File: src/rtl/mem_arbiter.sv
// Two-master arbiter (IFU fetch, LSU load/store) in front of a single memory port, one transaction in flight.
// Define MEM_ARB_RR_EN for round-robin arbitration; the default build uses fixed LSU-over-IFU priority.
module mem_arbiter #(
    parameter int ADDR_W      = 32,
    parameter int DATA_W      = 32,
    parameter int TIMEOUT_CYC = 255
) (
    input  logic              clk,
    input  logic              rstn,
    input  logic              ifu_req_valid,
    output logic              ifu_req_ready,
    input  logic [ADDR_W-1:0] ifu_addr,
    output logic              ifu_rsp_valid,
    output logic [DATA_W-1:0] ifu_rsp_data,
    input  logic              lsu_req_valid,
    output logic              lsu_req_ready,
    input  logic              lsu_wen,
    input  logic [ADDR_W-1:0] lsu_addr,
    input  logic [DATA_W-1:0] lsu_wdata,
    input  logic [3:0]        lsu_wmask,
    output logic              lsu_rsp_valid,
    output logic [DATA_W-1:0] lsu_rsp_data,
    output logic              rsp_err,
    output logic              mem_req_valid,
    input  logic              mem_req_ready,
    output logic              mem_wen,
    output logic [ADDR_W-1:0] mem_addr,
    output logic [DATA_W-1:0] mem_wdata,
    output logic [3:0]        mem_wmask,
    input  logic              mem_rsp_valid,
    input  logic [DATA_W-1:0] mem_rsp_data,
    output logic [1:0]        dbg_state
);

    localparam logic [1:0] S_IDLE = 2'd0;
    localparam logic [1:0] S_REQ  = 2'd1;
    localparam logic [1:0] S_WAIT = 2'd2;
    localparam logic       OWN_IFU = 1'b0;
    localparam logic       OWN_LSU = 1'b1;
    localparam logic [7:0] TMO_MAX = 8'(TIMEOUT_CYC);

    logic [1:0]        state;
    logic              owner;
    logic [7:0]        cnt;
    logic              req_wen;
    logic [ADDR_W-1:0] req_addr;
    logic [DATA_W-1:0] req_wdata;
    logic [3:0]        req_wmask;

    logic grant_lsu;
    logic accept;
    logic rsp_hit;
    logic tmo_hit;

`ifdef MEM_ARB_RR_EN
    logic last_grant;

    // Under contention the requester not served last time wins.
    always_comb begin
        grant_lsu = lsu_req_valid && (!ifu_req_valid || last_grant == OWN_IFU);
    end

    always_ff @(posedge clk) begin
        if (!rstn) begin
            last_grant <= OWN_IFU;
        end else if (accept) begin
            last_grant <= grant_lsu;
        end
    end
`else
    always_comb begin
        grant_lsu = lsu_req_valid;
    end
`endif

    // Valid/ready: a request transfers in the cycle both valid and ready are high;
    // requesters hold valid and their fields until then. Ready is only offered in IDLE.
    always_comb begin
        accept        = rstn && (state == S_IDLE) && (ifu_req_valid || lsu_req_valid);
        lsu_req_ready = accept && grant_lsu;
        ifu_req_ready = accept && !grant_lsu;
        rsp_hit       = (state == S_WAIT) && mem_rsp_valid;
        tmo_hit       = (state == S_WAIT) && !mem_rsp_valid && (cnt == TMO_MAX);
    end

    always_comb begin
        mem_req_valid = (state == S_REQ);
        mem_wen       = req_wen;
        mem_addr      = req_addr;
        mem_wdata     = req_wdata;
        mem_wmask     = req_wmask;
        dbg_state     = state;
    end

    always_ff @(posedge clk) begin
        if (!rstn) begin
            state         <= S_IDLE;
            owner         <= OWN_IFU;
            cnt           <= 8'd0;
            req_wen       <= 1'b0;
            req_addr      <= '0;
            req_wdata     <= '0;
            req_wmask     <= 4'b0000;
            ifu_rsp_valid <= 1'b0;
            ifu_rsp_data  <= '0;
            lsu_rsp_valid <= 1'b0;
            lsu_rsp_data  <= '0;
            rsp_err       <= 1'b0;
        end else begin
            ifu_rsp_valid <= 1'b0;
            lsu_rsp_valid <= 1'b0;
            rsp_err       <= 1'b0;
            case (state)
                S_IDLE: begin
                    if (accept) begin
                        owner <= grant_lsu;
                        state <= S_REQ;
                        if (grant_lsu) begin
                            req_wen   <= lsu_wen;
                            req_addr  <= lsu_addr;
                            req_wdata <= lsu_wen ? lsu_wdata : '0;
                            req_wmask <= lsu_wen ? lsu_wmask : 4'b0000;
                        end else begin
                            req_wen   <= 1'b0;
                            req_addr  <= ifu_addr;
                            req_wdata <= '0;
                            req_wmask <= 4'b0000;
                        end
                    end
                end
                S_REQ: begin
                    if (mem_req_ready) begin
                        cnt   <= 8'd0;
                        state <= S_WAIT;
                    end
                end
                S_WAIT: begin
                    if (rsp_hit || tmo_hit) begin
                        // A response arriving on the timeout cycle still counts as a good response.
                        state   <= S_IDLE;
                        rsp_err <= tmo_hit;
                        if (owner == OWN_LSU) begin
                            lsu_rsp_valid <= 1'b1;
                            lsu_rsp_data  <= (rsp_hit && !req_wen) ? mem_rsp_data : '0;
                        end else begin
                            ifu_rsp_valid <= 1'b1;
                            ifu_rsp_data  <= rsp_hit ? mem_rsp_data : '0;
                        end
                    end else if (cnt != TMO_MAX) begin
                        cnt <= cnt + 8'd1;
                    end
                end
                default: state <= S_IDLE;
            endcase
        end
    end

endmodule

File: config.mk
export PLATFORM = sky130hd
export DESIGN_NAME = mem_arbiter
export DESIGN_NICKNAME = d
export VERILOG_FILES = /design/src/rtl/mem_arbiter.sv
export SDC_FILE = /design/constraint.sdc
export NUM_CORES = 1
export LEC_CHECK = 0
export ABC_AREA = 1
export BUFFER_PORTS_ARGS = -buffer_cell sky130_fd_sc_hd__buf_2
export CAP_MARGIN = 20
export CORE_ASPECT_RATIO = 0.8
export CORE_MARGIN = 2
export CORE_UTILIZATION = 43
export CTS_CLUSTER_SIZE = 14
export DETAILED_ROUTE_END_ITERATION = 7
export PLACE_DENSITY = 0.79
export REMOVE_ABC_BUFFERS = 1
export SYNTH_ARGS = -nofsm -noshare
export SYNTH_HDL_FRONTEND = slang
export SYNTH_SLANG_ARGS = --single-unit
File: constraint.sdc
create_clock -name clk -period 1.6 [get_ports clk]
set_clock_uncertainty 0.15 [all_clocks]
set_input_delay 0.16 -clock clk [delete_from_list [all_inputs] [get_ports clk]]
set_output_delay 0.16 -clock clk [all_outputs]
set_load 0.02 [all_outputs]
=== Yosys cells after proc, flatten, opt, wreduce, memory -nomap -nowiden ===
Cells that the tools add are included.

* Reductions and logical operators: 21
* Equality and inequality tests: 9
* Bitwise logic cells: 1
* Mux-type cells: 18
* Add/sub/neg operators: 1

{| class="wikitable"
|+ Operators with widths
! cell !! count
|-
| two-way mux 32 bit || 5
|-
| two-way mux 8 bit || 3
|-
| case mux 8 bit (2 select lines) || 1
|-
| AND reduction 3 bit || 4
|-
| adder 8 x 1 -> 8 bit, second input constant || 1
|-
| == test 8 bit, second input constant || 1
|-
| logical AND 1 bit || 8
|-
| two-way mux 4 bit || 2
|-
| inequality test 8 bit, second input constant || 1
|-
| two-way mux 2 bit || 3
|-
| inequality test 2 x 1 -> 1 bit, second input constant || 3
|-
| case mux 2 bit (3 select lines) || 1
|-
| inequality test 2 bit, second input constant || 2
|-
| AND reduction 4 bit || 1
|-
| zero test 1 bit || 3
|-
| two-way mux 1 bit || 3
|-
| == test 2 x 1 -> 1 bit, second input constant || 1
|-
| == test 2 bit, second input constant || 1
|-
| zero test 2 bit || 1
|-
| logical OR 1 bit || 2
|-
| AND reduction 2 bit || 1
|-
| nonzero test 2 bit || 1
|-
| NOT 1 bit || 1
|}

* Register bits after elaboration: 147
* Word-level logic and storage cells: 62

=== Longest topological paths before layout ===
Gate-level depths: netlist of run 1.

* Word-level depth: 6
* Gate-level depth with buffers: 11
* Mapped depth without buffers: 9

=== Worst setup path after synthesis of run 1 ===
No wires, ideal clock.

* Path type: register to register
* Start: register state[0] (netlist: dbg_state[0])
* End: register cnt[5]
* Path buffers: 1
* Stages on the path, launching flop included: 9
* Setup slack: -159 ps
* Clock period less this slack: 1759 ps
* Required time: 1336 ps
* Data arrival time: 1495 ps
* Cell sequence: dfxtp_1 > inv_2 > nor2_1 > nand2_1 > nand2_1 > buf_2 > nand2_1 > nand2_1 > nor2_1

* Elaborated cells on any way between the ends: 12
* Those cells by class: 5 x eq/ne; 1 x mux; 6 x reduce/logical

{| class="wikitable"
|+ RTL lines
! what !! line !! RTL
|-
| from (decl) || 42 || <nowiki>logic [1:0] state;</nowiki>
|-
| from (signal assigned) || 97 || <nowiki>state <= S_IDLE;</nowiki>
|-
| from (signal assigned) || 117 || <nowiki>state <= S_REQ;</nowiki>
|-
| from (signal assigned) || 134 || <nowiki>state <= S_WAIT;</nowiki>
|-
| == test 2 x 1 -> 1 bit (*) || n/a ||
|-
| via mem_req_valid || 24 || <nowiki>output logic mem_req_valid,</nowiki>
|-
| inequality test 2 x 1 -> 1 bit (no source line) or nonzero test 2 bit (tied branches) || n/a ||
|-
| AND reduction 4 bit (no source line) || n/a ||
|-
| to (signal assigned) || 150 || <nowiki>cnt <= cnt + 8'd1;</nowiki>
|-
| to (decl) || 44 || <nowiki>logic [7:0] cnt;</nowiki>
|}

Mark *: on every way through the listed nets, which the timed path passes. The rest lies on a longest branch.
A chain may end at the register's enable or synchronous reset.

=== Worst setup path after layout of run 1 ===
* Start: register cnt[1]
* End: register lsu_rsp_data[9]

* Word-level cells in the longest chain between the ends: 4

{| class="wikitable"
|+ Ends and longest elaborated chain
! what !! line !! RTL
|-
| == test 8 bit || 83 || <nowiki>tmo_hit = (state == S_WAIT) && !mem_rsp_valid && (cnt == TMO_MAX);</nowiki>
|-
| logical AND 1 bit || 83 ||
|-
| logical OR 1 bit || 138 || <nowiki>if (rsp_hit || tmo_hit) begin</nowiki>
|-
| AND reduction 3 bit (no source line) || n/a ||
|-
| to (signal assigned) || 144 || <nowiki>lsu_rsp_data <= (rsp_hit && !req_wen) ? mem_rsp_data : '0;</nowiki>
|-
| to (decl) || 22 || <nowiki>output logic [DATA_W-1:0] lsu_rsp_data,</nowiki>
|}

No other way between the ends.

==> impl_results.md, run 1 <==
* Slew HR at 61.6%
* Leakage Power at 4.81 nW
* Htree depth at 4
* Post-route ant nets at 0
* Worst Path Required at 1.76 ns
* Fin cells at 1498
* CTS Buf Count at 17
* Mapped Area at 0.00619 mm^2
* Outcome: finished with violations
* Sw frac at 25.9%
* Vias in the first global route at 7576
* Pre-CTS setup slack at -0.0751 ns
* Crit-path max FO at 6
* Initial Util at 43.7%
* GPL Wtd Cong at 0.913
* Critical path buffers and inverters at 2
* Least-Margin Pin Slew at 0.575 ns
* # diodes at 0
* Hold Slack at 0.0364 ns
* Clock tree buffer depth at 2
* Commonest cells post-synth: nand2_1, dfxtp_1, a21oi_1, nor2_1, nand4_1
* Setup crit end kind: flop
* Total congestion overflow at 0
* Hold_sp: lsu_addr[13]
* Drt first-iter violations at 759
* Die H at 111 um
* Routed len/inst at 16.1 um
* Fin crit share at 106%
* Critical Path, Cell by Cell: ha_4, nand2_4, nor2_4, nand3_2, nand2_4, buf_12, buf_8, nand3_2, nand2_1, nor2_1
* Min-Delay Path Class: input pin to flop
* PortBufs at 279
* Sequential share of power at 41.1%
* Final setup viols at 28
* Cell internal pwr at 6.88 mW
* First-pass GRT wire length at 37300 um
* Largest net degree at the start of global routing at 111
* Vias post-DR at 7840
* CTS tree: done
* Most common cell in the netlist: nand2_1
* Worst skew pair latency at 0.42 ns
* P_sw at 2.40 mW
* Min Tclk post-route at 1.70 ns
* Violated checks: setup timing
* FF-to-FF End: lsu_rsp_data[9]
* Hpwl dp at 13100 um
* Max Cap Viol at 0
* Cell count after synthesis at 886
* Num ports at 280
* Synth Flop Type: dfxtp_1
* Layout area overhead at 65.5%
* Initial antenna violation count at 0
* Combinational power share at 15.7%
* Inst Count DP at 1322
* Hold path endpoint: mem_addr[13]
* Syn Area/Cell at 6.99 um^2
* Final core utilization at 72.4%
* Yosys warning count at 0
* Final hold vios at 0
* Pwr Total at 9.28 mW
* Row count at 39
* Crit Reg-Reg Startpoint: cnt[1]
* Pins Over Slew Limit at 0
* Worst reg2reg setup slack at -0.10 ns
* Hold path depth at 5
* Filler Cell Count at 1007
* Crit path launch type: flop
* Worst Reg-to-Reg Cells at 10
* Sequential area share after synthesis at 47.5%
* Largest area contributor in the netlist: dfxtp_1
* Nets at 1442
* Total Die Area at 0.0154 mm^2
* Slowest CP cell: dfxtp_2
* RSZ-0062 raised after global routing: yes
* Distinct cells, synth at 25
* Post-synth ARST share at 0%
* All-Layer GR Usage at 29.7%
* Clock root buffer: clkbuf_16
* DRC viols at 0
* Vias per cell at 5.23
* Fin worst setup slack at -0.100 ns
* VDD IR-drop max at 740 uV
* Crit Path Class: flop to flop
* Sink Count at 147
* Top area cells in the synthesized netlist: dfxtp_1, nand2_1, a21oi_1
* Synth top area share at 47.5%
* Overall routed net length at 24200 um
* 1st-pass router iterations at 8
* Critical path's top delay family: simple AND/OR/NAND/NOR gates
* #FFs+latches synth at 147
* FMAX at 588 MHz
* Fraction of layout cells with a size suffix above 1 at 31.7%
* EDFF count, synth at 0
* CORE AREA at 0.0142 mm^2
* Reg clk slew, reported paths at 0.06 ns
* Power density cells at 906 mW/mm^2
* Slowest stage delay, CP at 0.35 ns
* Die Width at 138 um
* Worst EP arrival at 1.86 ns
* Clk pwr share at 43.2%
## how the worst max path moves through the flow
stage                             from               end  slack [ns]  depth (start not counted)
after floorplan                   rstn           mem_wen       -2.38                          8
after global placement          cnt[0]   lsu_rsp_data[4]       -0.01                          9
after detailed placement        cnt[0]  lsu_rsp_data[20]       -0.08                          9
after CTS                 dbg_state[0]     ifu_req_ready       -0.02                          7
after global routing            cnt[1]   lsu_rsp_data[9]       -0.16                         10
final                           cnt[1]   lsu_rsp_data[9]       -0.10                         10
## metal layers
| layer | global-route usage [%] | share of wire, % | vias up |
|---|---|---|---|
| met2 | 48.5 | 48 | 465 |
| met3 | 7.43 | 7.4 | 130 |
| met5 | 0 | 0 | - |
| met1 | 35.0 | 38 | 3565 |
| li1 | - | - | 3680 |
| met4 | 19.1 | 6.0 | 0 |
## power groups by stage
stage	Clock, mW	Sequential, mW	Combinational [mW]
2_1_floorplan	0	4.01	0.346
3_3_place_gp	0	3.89	1.01
3_5_place_dp	0	3.89	1.02
4_1_cts	4.05	3.81	1.37
5_1_grt	4.23	3.82	1.55
6_report	4.01	3.82	1.45
## state kept, by name, summed over array words and instances (netlist names), 2 cells and up
| name | cells |
|---|---|
| mem_addr | 32 |
| mem_wmask | 4 |
| lsu_rsp_data | 32 |
| dbg_state | 2 |
| cnt | 8 |
| mem_wdata | 32 |
| ifu_rsp_data | 32 |
## timing repair
| action | CTS | global route |
|---|---|---|
| resized for setup | 30 | 32 |
| hold buffers | 132 | 0 |
| endpoints found under the setup margin | 32 | 74 |
| setup buffers | 7 | 2 |
| pin swaps | 4 | 15 |
| cloned | 2 | 2 |
| hold endpoints to repair | 134 | 0 |
## area by class of cell
| cell class | count | area [um^2] | share of cell area (%) |
|---|---|---|---|
| clock buffer | 18 | 429 | 4.19 |
| clock inverter | 13 | 161 | 1.58 |
| inverter | 28 | 109 | 1.06 |
| multi-input combinational | 644 | 2980 | 29.1 |
| sequential | 147 | 2950 | 28.8 |
| tap | 184 | 230 | 2.25 |
| timing repair buffer | 464 | 3390 | 33.1 |
## worst reg2reg max path, cell delays in order (launching register included)
cell and delay (ns):
dfxtp_2 0.35, ha_4 0.15, nand2_4 0.06, nor2_4 0.13
nand3_2 0.10, nand2_4 0.12, buf_12 0.15, buf_8 0.12
nand3_2 0.08, nand2_1 0.11, nor2_1 0.07
## cells by family after synthesis
| logic type | count (synthesis) | share of synthesized area, % |
|---|---|---|
| and+or+nand+nor | 503 | 33.8 |
| xor gates and xnor gates | 1 | 0.141 |
| adders and majority gates | 1 | 0.202 |
| AOI/OAI and AO/OA | 139 | 11.3 |
| buffers and inverters | 95 | 7.03 |
| DFF | 147 | 47.5 |
## through the flow
stage | setup TNS (ns) | cell area (um^2)
finish | -0.547 | 10200
global route | -5.59 | 10200
CTS | -0.0356 | 10100
detailed placement | -0.335 | 7950
global placement | -0.0213 | 7950
floorplan | -207.16 | 5860
## placed cells by master (no fill, tap or decap), types with 2 or more instances in the layout
cell type and n:
nand4_1 37, nand2_1 341, nand2_4 8, buf_12 13, dfxtp_2 5, o21ai_0 2, dfxtp_1 142, clkbuf_16 18
nand2_2 10, clkinv_4 4, dlygate4sd3_1 132, a21oi_1 129, inv_1 22, buf_2 276, buf_6 7, nor2_1 62
clkinv_2 5, inv_2 4, nand3_1 24, buf_4 31, nor2_4 2, buf_8 2, nand3_2 12, a21oi_2 5
nor2_2 3, bufinv_16 3
Power figures use the tool's default switching activity.
==> run 2: changes to the inputs <==
CORE_UTILIZATION = 47   (was 43)
PLACE_DENSITY = 0.82   (was 0.79)
clock period = 1.9 ns   (was 1.6 ns; I/O delays follow)
==> run 2 against run 1 <==
The run now ends clean; clock power fell by 16%; sequential share of layout area rose by 1.7 points; global-route usage rose by 1.7 points; critical path type is now flop to output pin; non-clock buffer count fell by 42; worst hold slack got worse by 0.011 ns; final cell count fell by 3.3%; critical path depth fell by 3; routed wire length fell by 6.6%; via count fell by 2.2%; die area fell by 8.2%; worst setup slack improved by 0.16 ns; critical endpoint is now ifu_req_ready; clock-buffer cell count rose by 1.
==> impl_results.md, run 2 (synthesis results as in run 1) <==
* Fin worst setup slack at 0.0558 ns (+0.156 ns)
* 1st-pass router iterations at 5 (-3)
* First-pass GRT wire length at 35800 um (-4.0%)
* Filler Cell Count at 881 (-13%)
* Die Width at 132 um (-4.2%)
* Min Tclk post-route at 1.84 ns
* Num ports at 280 (unchanged)
* Die H at 107 um (-4.2%)
* Setup TNS Final at 0 ns (+0.547 ns)
* RSZ-0062 raised after global routing: no
* Fraction of layout cells with a size suffix above 1 at 28.1% (-3.6 points)
* Pre-CTS setup slack at 0.0525 ns (+0.128 ns)
* Vias in the first global route at 7461 (-1.5%)
* Clock tree buffer depth at 2 (unchanged)
* Overall routed net length at 22600 um (-6.6%)
* Least-Margin Pin Slew at 0.533 ns (-0.0423 ns)
* Hold Slack at 0.0256 ns (-0.0108 ns)
* Worst reg2reg setup slack at 0.11 ns (+0.21 ns)
* Pins Over Slew Limit at 0 (unchanged)
* Worst skew pair latency at 0.41 ns (about the same)
* Post-route ant nets at 0 (unchanged)
* Crit Path Class: flop to output pin
* Row count at 37 (-5.1%)
* Largest net degree at the start of global routing at 111 (unchanged)
* Outcome: completed
* Leakage Power at 4.55 nW (-5.4%)
* Nets at 1400 (-2.9%)
* Total congestion overflow at 0 (unchanged)
* Initial antenna violation count at 0 (unchanged)
* DRC viols at 0 (unchanged)
* Sink Count at 147 (unchanged)
* Vias post-DR at 7666 (-2.2%)
* Setup crit end kind: output pin
* Fin crit share at 97.1%
* GPL Wtd Cong at 0.927 (+1.5%)
* Final setup viols at 0 (-100%)
* Most frequent cells in the layout: nand2_1, buf_2, dfxtp_1, a21oi_1, dlygate4sd3_1
* All-Layer GR Usage at 31.4% (+1.7 points)
* Total Die Area at 0.0141 mm^2 (-8.2%)
* Fin cells at 1448 (-3.3%)
* Pwr Total at 7.72 mW (-17%)
* FMAX at 542 MHz
* CTS tree: done
* Reg clk slew, reported paths at 0.06 ns (about the same)
* Max Cap Viol at 0 (unchanged)
* Crit-path max FO at 13 (+7)
* # diodes at 0 (unchanged)
* CTS Buf Count at 17 (unchanged)
* Min-Delay Path Class: input pin to flop
* CORE AREA at 0.0129 mm^2 (-9.1%)
* Layout area overhead at 56.1%
* Drt first-iter violations at 685 (-9.7%)
* Slew HR at 64.5% (+2.8 points)
* Crit path launch type: flop
* Hpwl dp at 12700 um (-3.0%)
* Clock root buffer: clkbuf_16
* Power density cells at 799 mW/mm^2 (-12%)
* Routed len/inst at 15.6 um (-3.4%)
* Inst Count DP at 1291 (-2.3%)
* Commonest non-fill, non-tap cell in the layout: nand2_1
* VDD IR-drop max at 753 uV (+1.8%)
* Htree depth at 4 (unchanged)
* PortBufs at 279 (unchanged)
* Worst EP arrival at 1.50 ns (-0.36 ns)
* Worst Path Required at 1.56 ns (-0.20 ns)
* Initial Util at 48.1% (+4.4 points)
* Vias per cell at 5.29 (+1.2%)
* Final hold vios at 0 (unchanged)
==> run 2: stage by stage <==
stage                     util (%)  area [um^2]
after global placement        60.0         7730
after detailed placement      60.0         7730
after floorplan                  -         5860
after CTS                     74.7         9610
after global routing          75.1         9670
final                         75.1         9670
==> run 2: final timing paths <==
| kind | cells after the start | end | startpoint |
|---|---|---|---|
| max | 7 | ifu_req_ready | dbg_state[1] |
| min | 5 | mem_addr[25] | lsu_addr[25] |
| max reg2reg | 9 | ifu_rsp_data[27] | cnt[1] |
| min reg2reg | 2 | mem_addr[29] | mem_addr[29] |
==> run 2: report_power, final <==
group / internal, mW / switching [mW]
Clock: 2.02 / 1.35
Sequential: 3.16 / 0.0530
Combinational: 0.513 / 0.616
==> run 2: cell type report <==
cell class | count | area (um^2) | area share, %
Sequential cell | 147 | 2950 | 30.5
Timing Repair Buffer | 422 | 2960 | 30.6
Clock inverter | 13 | 149 | 1.54
Clock buffer | 19 | 453 | 4.69
Multi-Input combinational cell | 644 | 2830 | 29.3
Inverter | 28 | 109 | 1.13
Tap cell | 175 | 219 | 2.27
==> run 2: worst max-delay path, cell delays in order, from the launching register on <==
cell     delay, ns
dfxtp_2       0.35
nor2_2        0.12
nand2_2       0.10
inv_4         0.09
buf_12        0.14
nand2_1       0.07
inv_1         0.08
buf_4         0.14
==> run 2: metal layers <==
metal | up-vias | share of wire, % | global-route usage (%)
met5 | - | 0 | 0
met1 | 3520 | 39 | 36.6
li1 | 3600 | - | -
met2 | 424 | 49 | 53.6
met4 | 0 | 4.8 | 18.3
met3 | 122 | 7.2 | 7.19
==> run 2: what timing repair did <==
item / in CTS / in global routing
endpoints found under the setup margin: 1 / 22
buffers inserted: 0 / 1
resized for setup: 2 / 8
hold buffers: 121 / 0
gates cloned: 2 / 1
hold endpoints to repair: 128 / 0
pin swaps: 0 / 1
==> run 3: changes to the inputs <==
RECOVER_POWER = 100   (was unset)
==> run 3 against run 2 <==
First-iteration DRC count up 2.2%; routed wire length down 0.28%; sequential power about the same; maximum frequency about the same; critical path depth unchanged; clock power about the same; worst setup slack about the same; global-route usage unchanged; power down 0.31%; register-to-register slack about the same; combinational power about the same; flip-flop and latch count unchanged.
==> impl_results.md, run 3 (synthesis results as in run 1) <==
* Total Die Area at 0.0141 mm^2 (unchanged)
* Largest net degree at the start of global routing at 111 (unchanged)
* Worst Reg-to-Reg Cells at 9 (unchanged)
* Final core utilization at 73.7% (-1.4 points)
* Final hold vios at 0 (unchanged)
* FMAX at 542 MHz (about the same)
* RSZ-0062 raised after global routing: no
* Nets at 1400 (unchanged)
* All-Layer GR Usage at 31.4% (unchanged)
* Sw frac at 26.3% (+0.10 points)
* Row count at 37 (unchanged)
* Leakage Power at 3.95 nW (-13%)
* DRC viols at 0 (unchanged)
* Overall routed net length at 22500 um (-0.28%)
* Setup TNS Final at 0 ns (unchanged)
* Vias per cell at 5.28 (-0.27%)
* CORE AREA at 0.0129 mm^2 (unchanged)
* Crit path launch type: flop
* Reg clk slew, reported paths at 0.06 ns (about the same)
* Hpwl dp at 12700 um (unchanged)
* Crit Path Class: flop to output pin
* Vias in the first global route at 7461 (unchanged)
* P_sw at 2.02 mW (about the same)
* Initial antenna violation count at 0 (unchanged)
* VDD IR-drop max at 750 uV (-0.38%)
* CTS Buf Count at 17 (unchanged)
* Most frequent cells in the layout: nand2_1, dfxtp_1, buf_2, clkbuf_1, a21oi_1
* Max Cap Viol at 0 (unchanged)
* First-pass GRT wire length at 35800 um (unchanged)
* Commonest non-fill, non-tap cell in the layout: nand2_1
* Outcome: completed
* GPL Wtd Cong at 0.927 (unchanged)
* Min-Delay Path Class: input pin to flop
* Hold Slack at 0.0265 ns (+0.000965 ns)
* Worst EP arrival at 1.50 ns (about the same)
* Final setup viols at 0 (unchanged)
* Routed len/inst at 15.5 um (-0.28%)
* Cell internal pwr at 5.67 mW (-0.44%)
* Die Width at 132 um (unchanged)
* Least-Margin Pin Slew at 0.729 ns (+0.196 ns)
* Power density cells at 812 mW/mm^2 (+1.7%)
* Min Tclk post-route at 1.84 ns (+0.000418 ns)
* Post-route ant nets at 0 (unchanged)
* 1st-pass router iterations at 5 (unchanged)
* Total congestion overflow at 0 (unchanged)
* Slew HR at 51.4% (-13 points)
* Num ports at 280 (unchanged)
* Sequential share of power at 41.8% (+0.2 points)
* Drt first-iter violations at 700 (+2.2%)
* Vias post-DR at 7645 (-0.27%)
* Clock root buffer: clkbuf_16
* # diodes at 0 (unchanged)
* Die H at 107 um (unchanged)
* Clock tree buffer depth at 2 (unchanged)
* PortBufs at 279 (unchanged)
* Htree depth at 4 (unchanged)
* Setup crit end kind: output pin
* Crit-path max FO at 13 (unchanged)
* Fraction of layout cells with a size suffix above 1 at 17.2% (-11 points)
* Layout area overhead at 53.1%
* Fin crit share at 97.1% (about the same)
* Worst skew pair latency at 0.41 ns (about the same)
* Combinational power share at 14.3% (-0.3 points)
* Worst Path Required at 1.56 ns (about the same)
* Clk pwr share at 43.9% (+0.2 points)
* Sink Count at 147 (unchanged)
* Pins Over Slew Limit at 0 (unchanged)
* Initial Util at 48.1% (unchanged)
* Hold path depth at 5 (unchanged)
* CTS tree: done
-- run 3: routing by layer --
metal | wire [um] | up-vias | global-route usage [%]
li1 | - | 3601 | -
met1 | 8660 | 3481 | 36.6
met2 | 11100 | 432 | 53.6
met3 | 1640 | 131 | 7.19
met4 | 1140 | 0 | 18.3
met5 | 0 | - | 0
-- run 3: worst paths after layout --
check	startpoint	slack, ns	to
worst min register to register	ifu_rsp_data[0]	0.31	ifu_rsp_data[0]
worst max register to register	cnt[1]	0.10	ifu_rsp_data[5]
worst min-delay path	lsu_addr[25]	0.03	mem_addr[25]
worst max-delay path	dbg_state[1]	0.06	ifu_req_ready
-- run 3: cell type report --
type                    instances  area [um^2]
fillers                       979         3390
flip-flops and latches        147         2950
multi-input cells             644         2830
repair buffers                422         2780
clock buffers                  19          453
well taps                     175          219
clock inverters                13          149
inverters                      28          109
-- run 3: power by group through the flow --
stage | registers, mW | logic [mW] | clock network (mW)
after floorplan | 3.38 | 0.292 | 0
after CTS | 3.21 | 1.07 | 3.41
after global routing | 3.22 | 1.18 | 3.55
after detailed placement | 3.28 | 0.824 | 0
after global placement | 3.28 | 0.817 | 0
final | 3.22 | 1.10 | 3.38
-- run 3: metrics by stage --
stage	std cells	worst slack (ns)	total power [mW]	area, um^2
3_5_place_dp	1291	0.0525	4.10	7730
4_1_cts	1446	0.000400	7.70	9610
2_1_floorplan	819	-2.11	3.67	5860
5_1_grt	1448	0.00145	7.95	9480
6_report	1448	0.0554	7.70	9480
3_3_place_gp	1291	0.130	4.09	7730
-- run 3: worst max-delay path, stage by stage (launching register included) --
cell and delay [ns]:
dfxtp_2 0.36, nor2_2 0.10, nand2_1 0.11, inv_4 0.10, buf_12 0.14, nand2_1 0.07, inv_1 0.08, buf_4 0.13
-- run 3: what timing repair did --
action                     CTS  global route
cloned                       2             1
gates resized for setup      2             8
hold endpoints to repair   128             0
setup endpoints to repair    1            22
setup buffers                0             1
hold buffers               121             0
pin swaps                    0             1
